[config.mk]
export PLATFORM = sky130hd
export DESIGN_NAME = wash_timer_flat
export DESIGN_NICKNAME = d
export VERILOG_FILES = /design/src/rtl/wash_pkg.sv /design/src/rtl/wash_timer_if.sv /design/src/rtl/wash_tick_gen.sv /design/src/rtl/wash_timer.sv /design/src/flat_wrapper.sv
export SDC_FILE = /design/constraint.sdc
export NUM_CORES = 1
export LEC_CHECK = 0
export CELL_PAD_IN_SITES_DETAIL_PLACEMENT = 1
export CELL_PAD_IN_SITES_GLOBAL_PLACEMENT = 1
export CORE_MARGIN = 3
export CORE_UTILIZATION = 44
export DETAILED_ROUTE_END_ITERATION = 6
export HOLD_SLACK_MARGIN = 0.15
export PLACE_DENSITY = 0.87
export SLEW_MARGIN = 30
export SYNTH_ARGS = -nofsm -noshare
export SYNTH_HDL_FRONTEND = slang
export SYNTH_SLANG_ARGS = --single-unit
[constraint.sdc]
create_clock -name CP -period 4.6 [get_ports CP]
set_input_delay 0.92 -clock CP [delete_from_list [all_inputs] [get_ports CP]]
set_output_delay 0.92 -clock CP [all_outputs]
set_load 0.1 [all_outputs]
[src/rtl/wash_pkg.sv]
// rtl/wash_pkg.sv - shared phase encodings and BCD helper for the wash timer
// Purpose: phase enum used by wash_timer and its bench, plus to_bcd8, the
//          elaboration-time decimal to packed-BCD converter.
// Ports:   none (package).
package wash_pkg;

  typedef enum logic [1:0] {
    PH_IDLE  = 2'd0,
    PH_WASH  = 2'd1,
    PH_RINSE = 2'd2,
    PH_SPIN  = 2'd3
  } phase_t;

  // Decimal 0..99 to packed BCD: [7:4] tens, [3:0] units.
  function automatic logic [7:0] to_bcd8(input int unsigned v);
    logic [3:0] tens;
    logic [3:0] units;
    tens  = 4'(v / 10);
    units = 4'(v % 10);
    return {tens, units};
  endfunction

endpackage

[src/rtl/wash_timer_if.sv]
// rtl/wash_timer_if.sv - control/status bundle between the wash timer and its host
// Purpose: groups the start/pause controls and the seconds/phase/busy/done status.
// Ports:   master drives start, pause and observes status; slave is the timer.
interface wash_timer_if;
  logic       start;
  logic       pause;
  logic [7:0] seconds;
  logic [1:0] phase;
  logic       busy;
  logic       done;

  modport master (output start, pause, input seconds, phase, busy, done);
  modport slave  (input start, pause, output seconds, phase, busy, done);
endinterface

[src/rtl/wash_tick_gen.sv]
// rtl/wash_tick_gen.sv - one-second prescaler for the wash timer
// Purpose: counts 0..TICK_DIV-1 while en is high and pulses tick on the last
//          count, then wraps; holds its value while en is low.
// Ports:   CP clock, RST sync active-high reset, clr sync clear, en count
//          enable, tick one-cycle output.
module wash_tick_gen #(
  parameter int unsigned TICK_DIV = 50_000_000
) (
  input  logic CP,
  input  logic RST,
  input  logic clr,
  input  logic en,
  output logic tick
);

  localparam int unsigned CW = (TICK_DIV > 2) ? $clog2(TICK_DIV) : 1;
  localparam logic [CW-1:0] LAST = CW'(TICK_DIV - 1);

  logic [CW-1:0] cnt;

  // Gated by en so a tick due while paused is held off rather than dropped.
  assign tick = en && (cnt == LAST);

  always_ff @(posedge CP) begin
    if (RST || clr) begin
      cnt <= '0;
    end else if (en) begin
      cnt <= tick ? '0 : cnt + CW'(1);
    end
  end

endmodule

[src/rtl/wash_timer.sv]
// rtl/wash_timer.sv - wash-cycle countdown sequencer (WASH, RINSE, optional SPIN)
// Purpose: counts down each phase in packed BCD seconds, steps phases, and
//          pulses done at the end of the cycle. Macro WASH_SPIN_EN adds the
//          SPIN phase after RINSE; without it the cycle ends after RINSE.
// Ports:   CP clock, RST sync active-high reset, bus (slave): start, pause in;
//          seconds, phase, busy, done out.
module wash_timer
  import wash_pkg::*;
#(
  parameter int unsigned TICK_DIV  = 50_000_000,
  parameter int unsigned WASH_SEC  = 30,
  parameter int unsigned RINSE_SEC = 20,
  parameter int unsigned SPIN_SEC  = 10
) (
  input logic         CP,
  input logic         RST,
  wash_timer_if.slave bus
);

  if (TICK_DIV < 2) begin : g_bad_div
    $error("wash_timer: TICK_DIV must be at least 2");
  end
  if (WASH_SEC < 1 || WASH_SEC > 99) begin : g_bad_wash
    $error("wash_timer: WASH_SEC out of range 1..99");
  end
  if (RINSE_SEC < 1 || RINSE_SEC > 99) begin : g_bad_rinse
    $error("wash_timer: RINSE_SEC out of range 1..99");
  end
  if (SPIN_SEC < 1 || SPIN_SEC > 99) begin : g_bad_spin
    $error("wash_timer: SPIN_SEC out of range 1..99");
  end

  localparam logic [7:0] WASH_BCD  = to_bcd8(WASH_SEC);
  localparam logic [7:0] RINSE_BCD = to_bcd8(RINSE_SEC);
`ifdef WASH_SPIN_EN
  localparam logic [7:0] SPIN_BCD  = to_bcd8(SPIN_SEC);
`endif

  phase_t     state_q, state_d;
  logic [7:0] sec_q, sec_d;
  logic       done_q, done_d;
  logic       clr;
  logic       tick;
  logic       busy;

  // Only called with sec > 01, so the tens digit never underflows.
  function automatic logic [7:0] bcd_dec(input logic [7:0] s);
    if (s[3:0] == 4'd0) return {s[7:4] - 4'd1, 4'd9};
    else                return {s[7:4], s[3:0] - 4'd1};
  endfunction

  assign busy = (state_q != PH_IDLE);

  wash_tick_gen #(.TICK_DIV(TICK_DIV)) u_tick (
    .CP   (CP),
    .RST  (RST),
    .clr  (clr),
    .en   (busy && !bus.pause),
    .tick (tick)
  );

  always_ff @(posedge CP) begin
    if (RST) begin
      state_q <= PH_IDLE;
      sec_q   <= 8'h00;
      done_q  <= 1'b0;
    end else begin
      state_q <= state_d;
      sec_q   <= sec_d;
      done_q  <= done_d;
    end
  end

  always_comb begin
    state_d = state_q;
    sec_d   = sec_q;
    done_d  = 1'b0;
    clr     = 1'b0;
    if (state_q == PH_IDLE) begin
      if (bus.start) begin
        state_d = PH_WASH;
        sec_d   = WASH_BCD;
        clr     = 1'b1;
      end
    end else if (tick) begin
      if (sec_q != 8'h01) begin
        sec_d = bcd_dec(sec_q);
      end else begin
        case (state_q)
          PH_WASH: begin
            state_d = PH_RINSE;
            sec_d   = RINSE_BCD;
          end
`ifdef WASH_SPIN_EN
          PH_RINSE: begin
            state_d = PH_SPIN;
            sec_d   = SPIN_BCD;
          end
`endif
          default: begin
            state_d = PH_IDLE;
            sec_d   = 8'h00;
            done_d  = 1'b1;
          end
        endcase
      end
    end
  end

  assign bus.seconds = sec_q;
  assign bus.phase   = state_q;
  assign bus.busy    = busy;
  assign bus.done    = done_q;

endmodule
[src/flat_wrapper.sv]
// flat-port wrapper written by rule: the top's interface ports become plain ports
module wash_timer_flat import wash_pkg::*;
#(
  parameter int unsigned TICK_DIV  = 50_000_000,
  parameter int unsigned WASH_SEC  = 30,
  parameter int unsigned RINSE_SEC = 20,
  parameter int unsigned SPIN_SEC  = 10
)
  (CP, RST, bus_start, bus_pause, bus_seconds, bus_phase, bus_busy, bus_done);
  wash_timer_if bus_i ();
  input logic CP;
  input logic RST;
  input wire logic [$bits(bus_i.start)-1:0] bus_start;
  input wire logic [$bits(bus_i.pause)-1:0] bus_pause;
  output wire logic [$bits(bus_i.seconds)-1:0] bus_seconds;
  output wire logic [$bits(bus_i.phase)-1:0] bus_phase;
  output wire logic [$bits(bus_i.busy)-1:0] bus_busy;
  output wire logic [$bits(bus_i.done)-1:0] bus_done;
  assign bus_i.start = bus_start;
  assign bus_i.pause = bus_pause;
  assign bus_seconds = bus_i.seconds;
  assign bus_phase = bus_i.phase;
  assign bus_busy = bus_i.busy;
  assign bus_done = bus_i.done;
  wash_timer #(.TICK_DIV(TICK_DIV), .WASH_SEC(WASH_SEC), .RINSE_SEC(RINSE_SEC), .SPIN_SEC(SPIN_SEC)) u_core (.CP(CP), .RST(RST), .bus(bus_i));
endmodule
==> flow_metrics.py, run 1 <==
metrics = {
    "worst_setup_path": {
        "crit_path_max_fanout": 14,
        "regToRegSetupSlack_ns": 2.01,
        "worstReg2RegEnd": "u_core.u_tick.cnt[3]",
        "crit_arrival_ns": 3.47,
        "required_ns": 4.77,
        "r2r_start": "u_core.u_tick.cnt[0]",
        "startpoint_type": "input pin",
        "reg2reg_depth": 7,
        "critical_path_class": "in2reg",
        "worstSetupEndpointType": "flip-flop",
    },
    "die": {
        "start_util_pct": 47.4,
        "die_area_sq_mm": 0.00533,
        "coreArea_sq_mm": 0.00417,
        "rows": 23,
        "fp.dieH_um": 73.0,
        "die_x_um": 73.0,
        "ios": 16,
    },
    "route": {
        "wl_per_cell_um": 16.1,
        "antenna_left": 0,
        "first_iter_violations": 99,
        "routed_wl_um": 4820,
        "firstDrtPassIters": 4,
        "routed_via_density": 5.75,
        "vias": 1725,
        "post-route-drc-count": 0,
    },
    "sta": {
        "fmax_ghz": 0.304,
        "slew_viol_final": 0,
        "setup_viol": 0,
        "relSlewSlack_pct": 34.4,
        "rsz0062_at_grt": "false",
        "finalClockSkew_ns": 0.00979,
        "holdWs_ns": 0.532,
        "worst-slew-pin-transition_ns": 0.981,
        "hold_violations": 0,
        "tns_ns": 0,
        "fin_crit_sh_pct": 71.6,
        "fin_crit_ns": 3.29,
    },
    "grt": {
        "antenna_found_initial": 0,
        "grt_first_pass_wirelength_um": 8420,
        "gr-total-overflow": 0,
        "grt_pass1_vias": 1754,
        "grt_max_degree": 15,
        "grtUsageTotal_pct": 19.8,
    },
    "clocking": {
        "cts_setup_buffers": 0,
        "cts_resized": 0,
        "cts-root-buf": "clkbuf_8",
        "htreeDepth": 2,
        "numCtsBuffers": 5,
        "clk_path_buf_depth": 2,
        "clk_latency_ns": 0.29,
        "ctsHoldBuffers": 0,
        "clk_pin_slew_worst_paths_ns": 0.07,
        "cts_tree": "done",
        "cts.sinks": 37,
    },
    "logic_synthesis": {
        "synth.top_cells.by_area": "dfxtp_1 37%, nor2_1 7.2%, xnor2_1 6.2%, xor2_1 4.4%, nand2_1 3.6%",
        "synth_area_leader_cell": "dfxtp_1",
        "ys.flop_type": "dfxtp_1",
        "ys_seq_elements": 37,
        "syn_inst": 232,
        "synth_top_cell_area_share_pct": 37.5,
        "syn_avg_cell_area_sq_um": 8.52,
        "synthArstFlopShare_pct": 0,
        "yosysUniqueCellTypes": 45,
        "synth-edff-count": 0,
        "syn_nets": 241,
        "ys_seq_area_share_pct": 37.5,
        "syn-cell-area_sq_mm": 0.00198,
        "yosysWarnings": 0,
    },
    "flow_run": {
        "max_cap_violations": 0,
    },
    "final_layout": {
        "syn_to_final_growth_pct": 14.1,
        "nets": 258,
        "num_antenna_cells": 0,
        "drive_above_1_share_pct": 6.80,
    },
    "pwr": {
        "leakage_nw": 0.743,
        "peakVddDrop_v": 0.000175,
        "power.density_mw_per_mm2": 321,
    },
    "run_status": {
        "status": "finished clean",
    },
    "hold_path": {
        "min_to": "u_core.u_tick.cnt[0]",
        "hp-start": "u_core.u_tick.cnt[0]",
        "whs_path_depth": 2,
        "hp-class": "reg2reg",
    },
    "place": {
        "io_buffers": 15,
        "gp_congestion": 0.818,
        "dp_hpwl_um": 3490,
    },
}
Yosys cell counts, types with 5 or more instances:
cell type   n
xor2_1     10
or3_1       5
xnor2_1    14
o21ai_0     6
a31oi_1     5
nor2_1     38
nand2_1    19
nor3_1      7
a21oi_1     5
nor4_1      8
nand3_1     8
and3_1      5
ha_1        5
dfxtp_1    37
inv_1       8
nand4_1     9
metal layers:
layer	vias to the layer above	global-route usage, %	part of all wire (%)
met4	0	6.76	1.1
met2	33	30.9	47
li1	855	-	-
met5	-	0	0
met3	6	3.72	3.3
met1	831	27.4	48
cells in the final DEF (no fill, tap or decap), types with 2 or more instances in the layout:
cell type and n:
and2_1 2, nor3_1 7, o21ai_0 6, nand4_1 9, clkdlybuf4s50_1 15, dfxtp_1 37
or3_1 5, xor2_1 10, nand2b_1 2, a21oi_1 5, inv_1 8, nor4_1 8
nor2_1 38, and3_1 5, nand3_1 8, mux2i_1 2, xnor2_1 14, and4_1 3
nand3b_1 3, a31oi_1 5, o31ai_1 2, ha_1 5, clkbuf_8 6, nand2_1 19
nor4b_1 3, nor3b_1 2
worst max path at each step:
stage	from	end	slack, ns	depth (start not counted)
4_1_cts	bus_pause	u_core.u_tick.cnt[3]	1.32	7
6_report	bus_pause	u_core.u_tick.cnt[3]	1.31	7
2_1_floorplan	u_core.bus.phase[1]	bus_busy	1.76	2
3_3_place_gp	bus_pause	u_core.u_tick.cnt[10]	1.10	7
3_5_place_dp	bus_pause	u_core.u_tick.cnt[12]	1.01	7
5_1_grt	bus_pause	u_core.u_tick.cnt[19]	1.13	7
flip-flops by register name (all words and copies together) (netlist names):
signal	cells
u_core.bus.done	1
u_core.u_tick.cnt	26
u_core.bus.seconds	8
u_core.bus.phase	2
metrics by stage:
step | utilization (%) | cells | area [sq um] | setup slack [ns] | power, W
2_1_floorplan | - | 232 | 1980 | 1.76 | 0.000416
3_3_place_gp | 51.2 | 292 | 2130 | 1.10 | 0.000433
3_5_place_dp | 51.2 | 292 | 2130 | 1.01 | 0.000435
4_1_cts | 54.0 | 300 | 2250 | 1.32 | 0.000732
5_1_grt | 54.0 | 300 | 2250 | 1.13 | 0.000753
6_report | 54.0 | 300 | 2250 | 1.31 | 0.000724
power by group:
| group | internal [W] | switching [W] |
|---|---|---|
| combinational | 0.0000280 | 0.0000691 |
| clock | 0.000176 | 0.000120 |
| sequential | 0.000325 | 0.00000627 |
| total | 0.000529 | 0.000195 |
worst max-delay path: stages:
cell and delay (ns):
clkdlybuf4s50_1 0.42, o21bai_2 0.27, or3_4 0.44, nor4_4 0.59, or2_1 0.45, buf_4 0.30
nor2_1 0.07
logic make-up (layout without fill, tap and decap cells):
family / after synthesis / after routing / synth area share, %
and+or+nand+nor: 124 / 124 / 33.8
DFF: 37 / 37 / 37.5
AOI/OAI and AO/OA: 26 / 26 / 9.24
xor gates and xnor gates: 24 / 24 / 10.6
buffers and inverters: 14 / 32 / 4.68
adders and majority gates: 5 / 5 / 3.16
muxes: 2 / 2 / 1.01
layout make-up:
class,count,area [sq um]
fill,486,1920
multi-input combinational,181,1140
sequential,37,741
timing repair buffer,16,158
clock buffer,6,82.6
tap,50,62.6
clock inverter,2,37.5
inverter,8,30.0
No activity file was read; power rests on OpenSTA's default activity.
==> inputs of run 2 (changes only) <==
--- a/config.mk
+++ b/config.mk
@@ -8,10 +8,10 @@
 export CELL_PAD_IN_SITES_DETAIL_PLACEMENT = 1
 export CELL_PAD_IN_SITES_GLOBAL_PLACEMENT = 1
 export CORE_MARGIN = 3
-export CORE_UTILIZATION = 44
+export CORE_UTILIZATION = 43
 export DETAILED_ROUTE_END_ITERATION = 6
 export HOLD_SLACK_MARGIN = 0.15
-export PLACE_DENSITY = 0.87
+export PLACE_DENSITY = 0.86
 export SLEW_MARGIN = 30
 export SYNTH_ARGS = -nofsm -noshare
 export SYNTH_HDL_FRONTEND = slang
==> constraint.sdc (replaced) <==
create_clock -name CP -period 3.25 [get_ports CP]
set_input_delay 0.65 -clock CP [delete_from_list [all_inputs] [get_ports CP]]
set_output_delay 0.65 -clock CP [all_outputs]
set_load 0.1 [all_outputs]
==> run 2 against run 1 <==
Power grew 41%. Register-to-register slack worse by 0.96 ns. Cell area down 0.39%. Critical path depth unchanged. Combinational power increased by 42%. Critical path type unchanged. Largest power group unchanged.
==> flow_metrics.py, run 2 (synthesis results as in run 1) <==
metrics = {
    "worst_setup_path": {
        "startpoint_type": "input pin",
        "slowest_stage": "or3_4",
        "path_cells": "clkdlybuf4s50_1 > o21bai_2 > or3_4 > nor4_4 > or2_1 > buf_4 > o2bb2a_4",
        "required_ns": 3.43,
        "critical_path_class": "in2reg",
        "crit_arrival_ns": 2.57,
        "crit_path_max_fanout": 10,
        "worstSetupEndpointType": "flip-flop",
        "slowest_delay_ns": 0.44,
    },
    "sta": {
        "fin_crit_sh_pct": 73.3,
        "hold_violations": 0,
        "fmax_ghz": 0.420,
        "rsz0062_at_grt": "false",
        "worst-slew-pin-transition_ns": 0.824,
        "slew_viol_final": 0,
        "fin_crit_ns": 2.38,
        "relSlewSlack_pct": 44.7,
        "setup_viol": 0,
        "tns_ns": 0,
        "holdWs_ns": 0.528,
        "finalClockSkew_ns": 0.00453,
    },
    "route": {
        "firstDrtPassIters": 4,
        "routed_wl_um": 4830,
        "vias": 1729,
        "post-route-drc-count": 0,
        "routed_via_density": 5.67,
        "wl_per_cell_um": 15.8,
        "antenna_left": 0,
        "first_iter_violations": 61,
    },
    "clocking": {
        "clk_pin_slew_worst_paths_ns": 0.07,
        "cts-root-buf": "clkbuf_8",
        "numCtsBuffers": 5,
        "cts_setup_buffers": 0,
        "cts_tree": "done",
        "clk_latency_ns": 0.29,
        "cts_resized": 0,
        "htreeDepth": 2,
        "cts.sinks": 37,
        "ctsHoldBuffers": 0,
        "clk_path_buf_depth": 2,
    },
    "pwr": {
        "comb_power_share_pct": 13.6,
        "total_power_w": 0.00102,
        "seq_power_share_pct": 46.1,
        "peakVddDrop_v": 0.000230,
        "clkPwrFrac_pct": 40.4,
        "switching_power_w": 0.000270,
        "leakage_nw": 0.781,
        "power.density_mw_per_mm2": 453,
        "switching_share_pct": 26.5,
        "power.internal_w": 0.000748,
    },
    "final_layout": {
        "layout_commonest_cell": "nor2_1",
        "drive_above_1_share_pct": 12.3,
        "area.sequential_sq_um": 741,
        "num_antenna_cells": 0,
        "multi_input_area_sq_mm": 0.00114,
        "nets": 261,
        "layout_common_cells": "38 x nor2_1, 37 x dfxtp_1, 19 x nand2_1, 16 x buf_4, 14 x xnor2_1",
        "largest_reg_flops": 26,
        "n_fill_cell": 535,
        "final_cells": 305,
        "syn_to_final_growth_pct": 13.6,
        "fin_util_pct": 51.2,
        "largest-register": "u_core.u_tick.cnt",
    },
    "grt": {
        "grtUsageTotal_pct": 19.4,
        "antenna_found_initial": 0,
        "grt_pass1_vias": 1700,
        "gr-total-overflow": 0,
        "grt_first_pass_wirelength_um": 8150,
        "grt_max_degree": 16,
    },
    "hold_path": {
        "hp-class": "reg2reg",
    },
    "place": {
        "placed_cells": 297,
        "io_buffers": 15,
        "gp_congestion": 0.761,
        "dp_hpwl_um": 3440,
    },
    "die": {
        "start_util_pct": 45.1,
        "ios": 16,
        "coreArea_sq_mm": 0.00438,
        "fp.dieH_um": 73.8,
        "die_x_um": 73.8,
        "die_area_sq_mm": 0.00545,
        "rows": 24,
    },
    "run_status": {
        "status": "finished clean",
    },
    "flow_run": {
        "max_cap_violations": 0,
    },
}
run 2: changes by cell type in the layout (fill, tap and decap cells not counted):
cell             previous run  this run
buf_4                       1        16
clkdlybuf4s50_1            15         3
clkbuf_1                    0         1
clkinvlp_4                  1         0
run 2: critical path, delay by kind of cell:
kind,cells,cell delay (ns)
buffers and inverters,2,0.58
AOI/OAI and AO/OA,2,0.44
and+or+nand+nor,3,0.88
run 2: cell type report:
cell class	instances	area share [%]
Multi-Input combinational cell	181	50.9
Tap cell	52	2.90
Timing Repair Buffer	19	6.69
Clock buffer	7	3.84
Inverter	8	1.34
Sequential cell	37	33.0
Clock inverter	1	1.34
run 2: worst paths after layout:
path | start | to | slack [ns] | cells past startpoint
hold / removal | u_core.u_tick.cnt[0] | u_core.u_tick.cnt[0] | 0.53 | 2
setup / recovery | bus_pause | u_core.bus.seconds[5] | 0.87 | 7
hold reg to reg | u_core.u_tick.cnt[0] | u_core.u_tick.cnt[0] | 0.53 | 2
setup reg to reg | u_core.bus.seconds[0] | u_core.bus.seconds[7] | 1.05 | 7
run 2: through the flow:
stage,cell area [sq um],worst slack [ns]
6_report,2250,0.869
5_1_grt,2250,0.774
4_1_cts,2250,0.872
3_5_place_dp,2130,0.567
3_3_place_gp,2130,0.627
2_1_floorplan,1980,0.524
run 2: metal layers:
layer	vias up	track usage, %	wire, um
li1	861	-	-
met1	840	25.3	2300
met2	22	31.5	2320
met3	6	4.10	143
met4	0	6.64	70
met5	-	0	0
run 2: power groups by stage:
stage               Combinational, W  Clock [W]  Sequential (W)
finish                      0.000138   0.000411        0.000469
global route                0.000147   0.000441        0.000470
detailed placement          0.000136          0        0.000478
global placement            0.000133          0        0.000479
CTS                         0.000139   0.000424        0.000469
floorplan                  0.0000694          0        0.000520
==> inputs of run 3 (changes only) <==
--- a/config.mk
+++ b/config.mk
@@ -8,10 +8,10 @@
 export CELL_PAD_IN_SITES_DETAIL_PLACEMENT = 1
 export CELL_PAD_IN_SITES_GLOBAL_PLACEMENT = 1
 export CORE_MARGIN = 3
-export CORE_UTILIZATION = 43
+export CORE_UTILIZATION = 39
 export DETAILED_ROUTE_END_ITERATION = 6
 export HOLD_SLACK_MARGIN = 0.15
-export PLACE_DENSITY = 0.86
+export PLACE_DENSITY = 0.82
 export SLEW_MARGIN = 30
 export SYNTH_ARGS = -nofsm -noshare
 export SYNTH_HDL_FRONTEND = slang
==> constraint.sdc (replaced) <==
create_clock -name CP -period 1.9 [get_ports CP]
set_input_delay 0.38 -clock CP [delete_from_list [all_inputs] [get_ports CP]]
set_output_delay 0.38 -clock CP [all_outputs]
set_load 0.1 [all_outputs]
==> run 3 against run 2 <==
Worst hold slack got worse by 0.030 ns. Combinational power rose by 110%. Register-to-register slack got worse by 1.0 ns. Via count rose by 10%. Critical endpoint is now u_core.bus.seconds[4]. Critical path depth rose by 2. Highest routed layer unchanged.
==> flow_metrics.py, run 3 (synthesis results as in run 1) <==
metrics = {
    "route": {
        "firstDrtPassIters": 4,
        "vias": 1905,
        "routed_wl_um": 6010,
        "antenna_left": 0,
        "post-route-drc-count": 0,
        "first_iter_violations": 83,
        "routed_via_density": 5.40,
        "wl_per_cell_um": 17.0,
    },
    "clocking": {
        "cts-root-buf": "clkbuf_8",
        "cts.sinks": 37,
        "clk_pin_slew_worst_paths_ns": 0.08,
        "numCtsBuffers": 5,
        "htreeDepth": 2,
        "clk_path_buf_depth": 2,
        "cts_tree": "done",
        "clk_latency_ns": 0.29,
    },
    "die": {
        "start_util_pct": 41.0,
        "coreArea_sq_mm": 0.00482,
        "rows": 25,
        "die_area_sq_mm": 0.00596,
        "fp.dieH_um": 77.2,
        "die_x_um": 77.2,
        "ios": 16,
    },
    "grt": {
        "grtUsageTotal_pct": 20.5,
        "grt_pass1_vias": 2006,
        "antenna_found_initial": 0,
        "grt_max_degree": 13,
        "grt_first_pass_wirelength_um": 9760,
        "gr-total-overflow": 0,
    },
    "hold_path": {
        "hp-class": "reg2reg",
    },
    "final_layout": {
        "drive_above_1_share_pct": 34.6,
        "layout_commonest_cell": "buf_4",
        "largest_reg_flops": 26,
        "layout_common_cells": "39 x buf_4, 37 x nor2_1, 25 x dfxtp_1, 19 x nand2_1, 14 x xnor2_1",
        "num_antenna_cells": 0,
        "final_cells": 353,
        "nets": 294,
        "largest-register": "u_core.u_tick.cnt",
        "syn_to_final_growth_pct": 39.6,
    },
    "sta": {
        "setup_viol": 0,
        "fin_crit_sh_pct": 99.7,
        "holdWs_ns": 0.498,
        "fmax_ghz": 0.528,
        "slew_viol_final": 0,
        "finalClockSkew_ns": 0.00696,
        "relSlewSlack_pct": 76.1,
        "rsz0062_at_grt": "true",
        "tns_ns": 0,
        "fin_crit_ns": 1.89,
        "worst-slew-pin-transition_ns": 0.357,
        "hold_violations": 0,
    },
    "pwr": {
        "total_power_w": 0.00164,
        "peakVddDrop_v": 0.000443,
        "leakage_nw": 0.988,
        "power.density_mw_per_mm2": 593,
    },
    "place": {
        "dp_hpwl_um": 4190,
        "placed_cells": 343,
        "gp_congestion": 0.874,
        "io_buffers": 15,
    },
    "worst_setup_path": {
        "startpoint_type": "flip-flop",
        "worstSetupEndpointType": "flip-flop",
        "crit_path_max_fanout": 4,
        "required_ns": 2.11,
        "critical_path_class": "reg2reg",
        "crit_arrival_ns": 2.10,
    },
    "run_status": {
        "status": "finished clean",
    },
    "flow_run": {
        "max_cap_violations": 0,
    },
}
[run 3: per-stage QoR]
| stage | utilization, % | setup slack, ns | area, sq um |
|---|---|---|---|
| 2_1_floorplan | - | -0.0130 | 2030 |
| 3_3_place_gp | 52.3 | -0.304 | 2520 |
| 3_5_place_dp | 52.3 | -0.393 | 2520 |
| 4_1_cts | 54.6 | 0.00979 | 2630 |
| 5_1_grt | 57.3 | -0.0763 | 2760 |
| 6_report | 57.3 | 0.00566 | 2760 |
[run 3: layout make-up]
cell class	instances	area (sq um)
fillers	574	2060
multi-input cells	181	1290
flip-flops and latches	37	771
repair buffers	52	497
well taps	67	83.8
clock buffers	6	72.6
inverters	8	33.8
clock inverters	2	10.0
[run 3: path summary, 6_finish.rpt]
kind	slack, ns	end	depth (start not counted)	from
max	0.006	u_core.bus.seconds[4]	9	u_core.bus.seconds[4]
min	0.50	u_core.bus.seconds[5]	1	u_core.bus.seconds[5]
max reg2reg	0.006	u_core.bus.seconds[4]	9	u_core.bus.seconds[4]
min reg2reg	0.50	u_core.bus.seconds[5]	1	u_core.bus.seconds[5]
[run 3: critical path: stages, from the launching register on]
cell and delay [ns]:
dfxtp_4 0.37, inv_1 0.07, ha_1 0.21, nor4bb_2 0.18
buf_4 0.14, and2_2 0.22, buf_4 0.14, o31ai_1 0.27
nand3b_1 0.13, o221ai_1 0.08
[run 3: per-layer routing]
| metal | vias up | global-route usage, % | share of wire (%) |
|---|---|---|---|
| met5 | - | 0 | 0 |
| met4 | 0 | 7.83 | 1.3 |
| met3 | 8 | 4.58 | 2.0 |
| met2 | 27 | 35.8 | 53 |
| met1 | 939 | 24.3 | 44 |
| li1 | 931 | - | - |
[run 3: where the power goes]
group | switching, W | internal [W]
clock network | 0.000287 | 0.000254
registers | 0.0000169 | 0.000785
logic | 0.000184 | 0.000111
[run 3: what timing repair did]
action / 4_1_cts / 5_1_grt
resized for setup: 4 / 26
endpoints found under the setup margin: 7 / 32
gates cloned: 0 / 0
pin swaps: 1 / 6
setup buffers: 1 / 1
hold buffers: 0 / 0
